==> src/rtl/fetch_ctrl_pkg.sv <==
// Shared CPU definitions: bus width, fetch state encoding, redirect kinds and opcodes.
// Imported by the fetch controller, instruction ROM and decoder.
package fetch_ctrl_pkg;

    localparam int XLEN = 32;

    typedef enum logic [1:0] {
        ST_IDLE = 2'd0,
        ST_RUN  = 2'd1,
        ST_HALT = 2'd2,
        ST_DONE = 2'd3
    } fetch_state_e;

    typedef enum logic [1:0] {
        REDIR_NONE = 2'd0,
        REDIR_SKIP = 2'd1,
        REDIR_JUMP = 2'd2,
        REDIR_RSVD = 2'd3
    } redir_kind_e;

    localparam logic [3:0] OP_NOP = 4'd0;
    localparam logic [3:0] OP_ADD = 4'd1;
    localparam logic [3:0] OP_BEQ = 4'd2;
    localparam logic [3:0] OP_BNE = 4'd3;
    localparam logic [3:0] OP_JMP = 4'd4;

    // A taken BEQ/BNE skips the instruction that follows the branch.
    localparam logic [XLEN-1:0] SKIP_OFFSET = 32'd2;

    function automatic logic redir_kind_active(input logic [1:0] kind);
        return (kind == REDIR_SKIP) || (kind == REDIR_JUMP);
    endfunction

endpackage

==> src/rtl/fetch_ctrl.sv <==
// Instruction fetch controller: drives the ROM address from the PC and issues one
// registered instruction per cycle to decode, with stall, redirect, halt and end-of-program handling.
module fetch_ctrl
    import fetch_ctrl_pkg::*;
#(
    parameter logic [XLEN-1:0] RESET_PC = 32'd0,
    parameter logic [XLEN-1:0] PC_LIMIT = 32'd255
) (
    input  logic            clk,
    input  logic            rst,
    input  logic            start,
    input  logic            halt,
    output logic [XLEN-1:0] address,
    input  logic [XLEN-1:0] romInst,
    output logic [XLEN-1:0] inst,
    output logic [XLEN-1:0] instPc,
    output logic            instValid,
    input  logic            instReady,
    input  logic            redirValid,
    input  logic [1:0]      redirKind,
    input  logic [XLEN-1:0] redirBase,
    input  logic [XLEN-1:0] redirTarget,
    output logic            done
);

    fetch_state_e    state_q, state_d;
    logic [XLEN-1:0] pc_q, pc_d;
    logic [XLEN-1:0] inst_q, inst_d;
    logic [XLEN-1:0] inst_pc_q, inst_pc_d;
    logic            inst_valid_q, inst_valid_d;
    logic            done_q, done_d;
    logic            redir_hit_s;
    logic [XLEN-1:0] redir_pc_s;

    // Next-state, next-PC and issue-register logic.
    always_comb begin
        state_d      = state_q;
        pc_d         = pc_q;
        inst_d       = inst_q;
        inst_pc_d    = inst_pc_q;
        inst_valid_d = inst_valid_q & ~instReady;

        redir_hit_s = redirValid && redir_kind_active(redirKind) && (state_q != ST_DONE);
        if (redirKind == REDIR_SKIP) begin
            redir_pc_s = redirBase + SKIP_OFFSET;
        end else begin
            redir_pc_s = redirTarget;
        end

        case (state_q)
            ST_IDLE, ST_HALT: begin
                if (halt) begin
                    state_d = ST_HALT;
                end else if (start) begin
                    state_d = ST_RUN;
                end else begin
                    state_d = state_q;
                end
            end
            ST_RUN: begin
                if (halt) begin
                    state_d      = ST_HALT;
                    inst_valid_d = 1'b0;
                end else if (redir_hit_s) begin
                    state_d = ST_RUN;
                end else if (pc_q > PC_LIMIT) begin
                    state_d = ST_DONE;
                end else if (!inst_valid_q || instReady) begin
                    inst_d       = romInst;
                    inst_pc_d    = pc_q;
                    inst_valid_d = 1'b1;
                    pc_d         = pc_q + 32'd1;
                end else begin
                    state_d = ST_RUN;
                end
            end
            ST_DONE: begin
                state_d = ST_DONE;
            end
            default: begin
                state_d = ST_IDLE;
            end
        endcase

        // A redirect overrides any fetch and flushes the issued instruction.
        if (redir_hit_s) begin
            pc_d         = redir_pc_s;
            inst_valid_d = 1'b0;
        end else begin
            pc_d = pc_d;
        end

        done_d = (state_d == ST_DONE);
    end

    // State, PC and issue registers.
    always_ff @(posedge clk or posedge rst) begin
        if (rst) begin
            state_q      <= ST_IDLE;
            pc_q         <= RESET_PC;
            inst_q       <= 32'd0;
            inst_pc_q    <= 32'd0;
            inst_valid_q <= 1'b0;
            done_q       <= 1'b0;
        end else begin
            state_q      <= state_d;
            pc_q         <= pc_d;
            inst_q       <= inst_d;
            inst_pc_q    <= inst_pc_d;
            inst_valid_q <= inst_valid_d;
            done_q       <= done_d;
        end
    end

    assign address   = pc_q;
    assign inst      = inst_q;
    assign instPc    = inst_pc_q;
    assign instValid = inst_valid_q;
    assign done      = done_q;

endmodule
==> config.mk <==
export PLATFORM = sky130hd
export DESIGN_NAME = fetch_ctrl
export DESIGN_NICKNAME = d
export VERILOG_FILES = /design/src/rtl/fetch_ctrl_pkg.sv /design/src/rtl/fetch_ctrl.sv
export SDC_FILE = /design/constraint.sdc
export NUM_CORES = 1
export LEC_CHECK = 0
export CAP_MARGIN = 15
export CORE_AREA = 3 3 120 122
export CTS_CLUSTER_DIAMETER = 40
export DETAILED_ROUTE_END_ITERATION = 10
export DIE_AREA = 0 0 123 125
export PLACE_DENSITY = 0.75
export SYNTH_ARGS = -nofsm -noshare
export SYNTH_HDL_FRONTEND = slang
export SYNTH_SLANG_ARGS = --single-unit
==> constraint.sdc <==
create_clock -name clk -period 3.8 [get_ports clk]
set_clock_uncertainty 0.2 [all_clocks]
set_input_delay 0.95 -clock clk [delete_from_list [all_inputs] [get_ports clk]]
set_output_delay 0.95 -clock clk [all_outputs]
set_load 0.02 [all_outputs]
After elaboration in Yosys (flattened, before gate mapping)
Cells that the tools add are included.
Storage, ports and cells
  register bits: 100
  output and inout bits: 98
Operators by class
  $lt $le $gt $ge: 1
  equality and inequality tests: 9
  reductions and logical operators: 11
  add/sub/neg operators: 2
  bitwise logic cells: 5
  multiplexer cells: 18
Operators with widths (count)
  $mux 32: 6
  $add 32x1->32 const B: 1
  $add 32x2->32 const B: 1
  $gt 32x8->1 const B: 1
  $mux 2: 6
  $eq 2x2->1 const B: 4
  $pmux 2 s3: 1
  $mux 1: 5
  $reduce_and 5->1: 1
  $eq 2x1->1 const B: 2
  $ne 2x2->1 const B: 2
  $not 1->1: 4
  $reduce_and 4->1: 1
  $reduce_bool 2->1: 2
  $logic_and 1x1->1: 2
  $logic_not 2->1: 1
  $logic_or 1x1->1: 2
  $ne 2x1->1 const B: 1
  $reduce_or 2->1: 1
  $and 1x1->1: 1
  $logic_not 1->1: 1

Logic depth before layout (Yosys ltp)
Gate-level depths: netlist of run 1.
  depth in word-level cells: 8
  mapped depth: 8
  depth with buffers taken out: 6

Worst setup path before layout of run 1
No wires, ideal clock.
  path type: input-to-reg
  from: input redirKind[1]
  to: register inst_q[0] (netlist: inst[0])
  library setup time: 0.125 ns
  arrival time: 2.506 ns
  required time: 3.475 ns
  cell stages on the path: 7
  path buffers: 2
  setup slack: 0.970 ns
  cells stage by stage: inv_1 -> ha_1 -> and3b_1 -> clkbuf_1 -> nor3_4 -> buf_2 -> mux2_2
On the way
  longest elaborated chain between the ends: 6
  elaborated cells between the ends (all ways): 7
  classes of those cells: eq/ne (2); bitwise (1); reduce/logical (4)
Ends and longest elaborated chain
  from (decl): RTL line fetch_ctrl.sv:20  | input logic [1:0] redirKind,
  $eq 2x1->1 or $eq 2x2->1 (tied branches): RTL line fetch_ctrl_pkg.sv:31  | return (kind == REDIR_SKIP) || (kind == REDIR_JUMP);
  $logic_or 1x1->1 *: RTL line fetch_ctrl_pkg.sv:31
  $logic_and 1x1->1 * (2 in series): RTL line fetch_ctrl.sv:43  | redir_hit_s = redirValid && redir_kind_active(redirKind) && (state_q != ST_DONE);
  $not 1->1 (no line) *
  $reduce_and 5->1 (no line) *
  to (signal assigned): RTL line fetch_ctrl.sv:108  | inst_q <= inst_d;
  to (decl): RTL line fetch_ctrl.sv:28  | logic [XLEN-1:0] inst_q, inst_d;
Mark *: on every way between the ends. The rest lies on a longest branch, timed or not.
A chain may end at the register's enable or synchronous reset.

Worst setup path after layout of run 1
  from: input instReady
  to: register pc_q[1] (netlist: address[1])
On the way
  longest elaborated chain between the ends: 3
Ends and longest elaborated chain
  from (decl): RTL line fetch_ctrl.sv:18  | input logic instReady,
  $logic_or 1x1->1: RTL line fetch_ctrl.sv:68  | end else if (!inst_valid_q || instReady) begin
  $reduce_bool 2->1 (no line)
  $reduce_and 4->1 (no line)
  to (signal assigned): RTL line fetch_ctrl.sv:107  | pc_q <= pc_d;
  to (decl): RTL line fetch_ctrl.sv:27  | logic [XLEN-1:0] pc_q, pc_d;
No other way between the ends.

==> impl_metrics.tcl, run 1 <==
set metrics [dict create \
    cts.sinks 100 \
    grt.overflow.total 0 \
    grtUsageTotal_pct 17.3 \
    antenna_found_initial 0 \
    switchingPower_w 0.000720 \
    cts-resized-gates 0 \
    post_dp_cell_area_sq_mm 0.00690 \
    irDropWorstVdd_mv 0.228 \
    vias 4022 \
    slew_headroom_pct 52.0 \
    slew_viol_final 0 \
    synth_flop_cell "dfrtp_1" \
    wire_per_inst_um 16.9 \
    intPower_w 0.00210 \
    viasPerCell 5.03 \
    critPathSlowestCell "or3_1" \
    synthCells 423 \
    cp_common_cell "or3_1" \
    tritoncts "done" \
    cp-end-kind "register" \
    io_pins 202 \
    grt_max_degree 65 \
    dpl.hpwl_mm 10.5 \
    synth_cell_types 46 \
    cp-start-kind "input pin" \
    syn_area_per_cell_sq_um 11.1 \
    synth_edf_count 0 \
    tightest_slew_ps 718 \
    start_util_pct 35.2 \
    ys_seq_area_share_pct 53.5 \
    globalplace.congestion 0.944 \
    critical_path_class "input pin to register" \
    crit_chain "clkdlybuf4s50_1 -> nor2b_1 -> or3_1 -> or3_1 -> nand2_2 -> mux2_2" \
    drv_cap 0 \
    cts-buffers-inserted 9 \
    drtIter0Drc 250 \
    clkTransAtPathRegs_ps 60 \
    drive_gt1_share_pct 10.7 \
    min_period_over_period_pct 79.0 \
    port_buffers 201 \
    crit_required_ps 3820 \
    synthesis.nets 530 \
    grt_pass1_wl_mm 21.1 \
    die_y_um 125 \
    clock_path_buffers 2 \
    root_buffer "clkbuf_16" \
    clk_latency_ps 340 \
    p_seq_share_pct 43.5 \
    core-area_sq_mm 0.0133 \
    min_period_ps 3000 \
    finalNetCount 727 \
    grt_pass1_vias 4224 \
    drc 0 \
    ant_nets 0 \
    critical_path_peak_fanout 10 \
    holdBufCountCts 0 \
    cp.arrival_ps 3030 \
    antenna_cells 0 \
    die_width_um 123 \
    status "finished clean" \
    p_leak_nw 3.08 \
    p_comb_share_pct 19.8 \
    dieArea_sq_mm 0.0154 \
    yosysWarnings 0 \
    p_clk_share_pct 36.7 \
    synthArstFlopShare_pct 100 \
    rows 42 \
    hp-class "register to register" \
    synth-seq-cells 100 \
    finalHoldViolations 0 \
    htree_levels 3 \
    max_freq_mhz 333 \
    p_per_area_mw_per_mm2 390 \
    switching_share_pct 25.5 \
    cts_setup_buffers 0 \
    critical_path.max_stage_delay_ps 530 \
    dr.pass1.iters 4 \
    rsz0062_at_grt "false" \
    design_area_sq_mm 0.00724 \
    drt_wl_total_mm 13.5 \
    setup_tns_ps 0 \
    setup_violations 0 \
    area_delta_synth_final_pct 54.7 \
    syn_area_sq_mm 0.00468 \
]
[routing by layer]
metal / track usage [%] / share of wire (%) / wire length (um)
met2: 29.2 / 47 / 6390
met4: 6.32 / 1.8 / 245
met5: 0 / 0 / 0
met1: 20.9 / 42 / 5640
met3: 5.10 / 9.3 / 1250
[worst max-delay path, delay by kind of cell]
family                 cells  cell delay, ps
muxes                      1             360
buffers and inverters      1             460
and+or+nand+nor            4            1260
[stage by stage]
stage / instances / setup WS (ps) / power, W / util, % / hold slack (ps)
global placement: 785 / 498 / 0.00180 / 51.9 / 270
floorplan: 423 / 31.2 / 0.00146 / - / 336
CTS: 800 / 810 / 0.00285 / 54.4 / 296
detailed placement: 785 / 454 / 0.00181 / 51.9 / 282
global route: 800 / 721 / 0.00294 / 54.4 / 307
finish: 800 / 798 / 0.00282 / 54.4 / 290
[state kept, by name, summed over array words and instances, names as in the netlist]
register / cells
state_q: 2
instValid: 1
inst: 32
address: 32
done: 1
instPc: 32
[synth_stat cells, types with 3 or more instances]
library cell / n / share of area (%)
dfrtp_1: 100 / 54
mux2_2: 39 / 9.4
nor2b_1: 27 / 3.6
o21ai_0: 27 / 2.9
nand2_1: 26 / 2.1
clkbuf_1: 17 / 1.4
inv_1: 16 / 1.3
xor2_1: 15 / 2.8
nand3_1: 13 / 1.4
nand4_1: 12 / 1.6
a21oi_1: 11 / 1.2
nor2_1: 11 / 0.88
xnor2_1: 11 / 2.1
or3_1: 10 / 1.3
o221ai_1: 9 / 1.7
a31oi_1: 8 / 1.1
nor4_1: 8 / 1.1
a21o_1: 7 / 1.1
and3_1: 7 / 0.94
and4_1: 6 / 1.1
buf_2: 5 / 0.53
ha_1: 3 / 0.80
mux2i_1: 3 / 0.64
nor3b_1: 3 / 0.48
o211ai_1: 3 / 0.48
[layout by cell type, fill, tap and decap left out, types with 2 or more instances in the layout]
master | netlist | routed
nor3_1 | 2 | 2
or4_1 | 2 | 2
a211oi_1 | 2 | 2
dfrtp_1 | 100 | 100
nor3b_1 | 3 | 3
mux2_2 | 39 | 39
nand4_1 | 12 | 12
clkdlybuf4s50_1 | 0 | 201
a31oi_1 | 8 | 8
xor2_1 | 15 | 15
nand2_1 | 26 | 26
nor4_1 | 8 | 8
o221ai_1 | 9 | 9
buf_4 | 0 | 6
and3_1 | 7 | 7
nor2b_1 | 27 | 27
nor2_1 | 11 | 11
or3_1 | 10 | 10
nand3_1 | 13 | 13
o21ai_0 | 27 | 27
bufinv_16 | 0 | 3
clkbuf_16 | 0 | 9
and2_1 | 2 | 2
ha_1 | 3 | 3
inv_1 | 16 | 15
xnor2_1 | 11 | 11
o211ai_1 | 3 | 3
a21oi_1 | 11 | 11
mux2i_1 | 3 | 3
mux2_1 | 2 | 2
buf_12 | 0 | 2
a21o_1 | 7 | 7
and4_1 | 6 | 6
[power groups by stage]
stage,clock network [W],logic [W],registers (W)
detailed placement,0,0.000563,0.00125
global route,0.00110,0.000601,0.00124
floorplan,0,0.000142,0.00131
finish,0.00104,0.000558,0.00123
global placement,0,0.000553,0.00124
CTS,0.00106,0.000565,0.00123
[path summary, 6_finish.rpt]
kind                              from     endpoint  slack (ps)  depth (start not counted)
setup / recovery             instReady   address[1]         800                          6
hold / removal                inst[18]     inst[18]         290                          1
setup reg to reg           address[21]      inst[8]        1010                          6
hold reg to reg               inst[18]     inst[18]         290                          1
max in group asynchronous          rst  address[26]        1850                          3
min in group asynchronous          rst   instPc[26]         830                          2
[cell type report]
cell class | count | area, sq um
Sequential cell | 100 | 2500
Fill cell | 1136 | 6060
Clock inverter | 4 | 97.6
Timing Repair Buffer | 209 | 2100
Tap cell | 176 | 220
Clock buffer | 11 | 243
Multi-Input combinational cell | 284 | 2010
Inverter | 16 | 62.6
[logic make-up (layout without fill, tap and decap cells)]
logic type      Yosys count  count (layout)  synth area share (%)
mux                      44              44                  10.5
fa+ha+maj                 3               3                 0.803
compound gates           74              74                  10.1
buf+inv                  39             240                  3.42
flops                   100             100                  53.5
xor+xnor                 26              26                  4.87
simple gates            137             137                  16.8
Power figures use the tool's default switching activity.
==> run 2, diff against run 1 <==
- PLACE_DENSITY: 0.75 -> 0.72
- clock period: 3.8 -> 3.1 ns (I/O delays scaled with it)
==> run 2 against run 1 <==
Effect of this change:
- flip-flop and latch count unchanged
- critical endpoint is now inst[24]
- global-route usage increased by 0.071 points
- register-to-register slack got worse by 600 ps
- via count increased by 1.2%
- cell count increased by 0.63%
- sequential share of layout area decreased by 0.22 points
==> impl_metrics.tcl, run 2 (synthesis results as in run 1) <==
set metrics [dict create \
    status "finished clean" \
    globalplace.congestion 0.885 \
    cts_setup_buffers 0 \
    final_cell_mix "201 x clkdlybuf4s50_1, 100 x dfrtp_1, 39 x mux2_2, 27 x o21ai_0, 27 x nor2b_1" \
    max_freq_mhz 368 \
    finalHoldViolations 0 \
    drive_gt1_share_pct 11.6 \
    die_y_um 125 \
    dpl.hpwl_mm 10.4 \
    cp-start-kind "input pin" \
    p_per_area_mw_per_mm2 466 \
    tightest_slew_ps 517 \
    io_pins 202 \
    critPathBufInv 3 \
    cts.sinks 100 \
    htree_levels 3 \
    rrSetupSlack_ps 410 \
    crit_chain "clkdlybuf4s50_1 -> nor2b_1 -> or3_1 -> buf_4 -> nor3_4 -> buf_12 -> mux2_2" \
    slew_viol_final 0 \
    dr.pass1.iters 5 \
    clkTransAtPathRegs_ps 60 \
    drv_cap 0 \
    irDropWorstVdd_mv 0.245 \
    drc 0 \
    grt_pass1_vias 4079 \
    antenna_found_initial 0 \
    viasPerCell 5.05 \
    start_util_pct 35.2 \
    slew_headroom_pct 65.6 \
    hp-class "register to register" \
    setup_violations 0 \
    min_period_over_period_pct 87.7 \
    die_width_um 123 \
    setup_tns_ps 0 \
    min_period_ps 2720 \
    holdBufCountCts 0 \
    grt_pass1_wl_mm 21.2 \
    vias 4069 \
    critPathSlowestCell "clkdlybuf4s50_1" \
    root_buffer "clkbuf_16" \
    rows 42 \
    critPathTopFamily "buffers and inverters" \
    clock_path_buffers 2 \
    antenna_cells 0 \
    critical_path_class "input pin to register" \
    grt_max_degree 101 \
    finalNetCount 732 \
    ant_nets 0 \
    cts-buffers-inserted 9 \
    critical_path.max_stage_delay_ps 460 \
    drtIter0Drc 266 \
    rsz0062_at_grt "false" \
    critical_path_peak_fanout 52 \
    port_buffers 201 \
    grt.overflow.total 0 \
    wire_per_inst_um 16.8 \
    cp.arrival_ps 2740 \
    p_leak_nw 3.10 \
    cp-end-kind "register" \
    core-area_sq_mm 0.0133 \
    cts-resized-gates 0 \
    clk_latency_ps 340 \
    drt_wl_total_mm 13.5 \
    tritoncts "done" \
    grtUsageTotal_pct 17.4 \
    area_delta_synth_final_pct 55.7 \
    whs_ps 291 \
    dieArea_sq_mm 0.0154 \
    final_common_cell "clkdlybuf4s50_1" \
    crit_required_ps 3120 \
    fill_cells 1143 \
]
==> run 2: final cells by class <==
type                    instances  area [sq um]  area share (%)
multi-input cells             284          2010            27.7
repair buffers                214          2160            29.7
clock inverters                 5          83.8            1.15
inverters                      16          63.8           0.876
flip-flops and latches        100          2500            34.4
well taps                     176           220            3.02
clock buffers                  10           239            3.28
==> run 2: power by group <==
group	internal, W	switching (W)
logic	0.000376	0.000313
registers	0.00140	0.000100
clock network	0.000728	0.000479
total	0.00250	0.000892
==> run 2: final timing paths <==
check                       startpoint    endpoint  depth (start not counted)
min reg2reg                   inst[17]    inst[17]                          1
max in group asynchronous          rst   instPc[4]                          3
min in group asynchronous          rst  instPc[16]                          3
max reg2reg                address[21]    inst[24]                          6
min                           inst[17]    inst[17]                          1
max                          instReady    inst[24]                          7
==> run 2: metrics by stage <==
stage | worst slack, ps | instances | instance area (sq um) | utilization, % | total power (W)
3_5_place_dp | 39.5 | 790 | 6960 | 52.4 | 0.00222
2_1_floorplan | 445 | 423 | 4680 | - | 0.00178
3_3_place_gp | 86.2 | 790 | 6960 | 52.4 | 0.00221
6_report | 381 | 805 | 7280 | 54.8 | 0.00339
4_1_cts | 390 | 805 | 7280 | 54.8 | 0.00344
5_1_grt | 259 | 805 | 7280 | 54.8 | 0.00356
==> run 2: per-layer routing <==
metal	track usage, %	share of wire [%]	up-vias
li1	-	-	1921
met1	21.6	41	1960
met2	28.9	48	173
met3	4.74	8.7	15
met4	6.38	1.7	0
met5	0	0	-
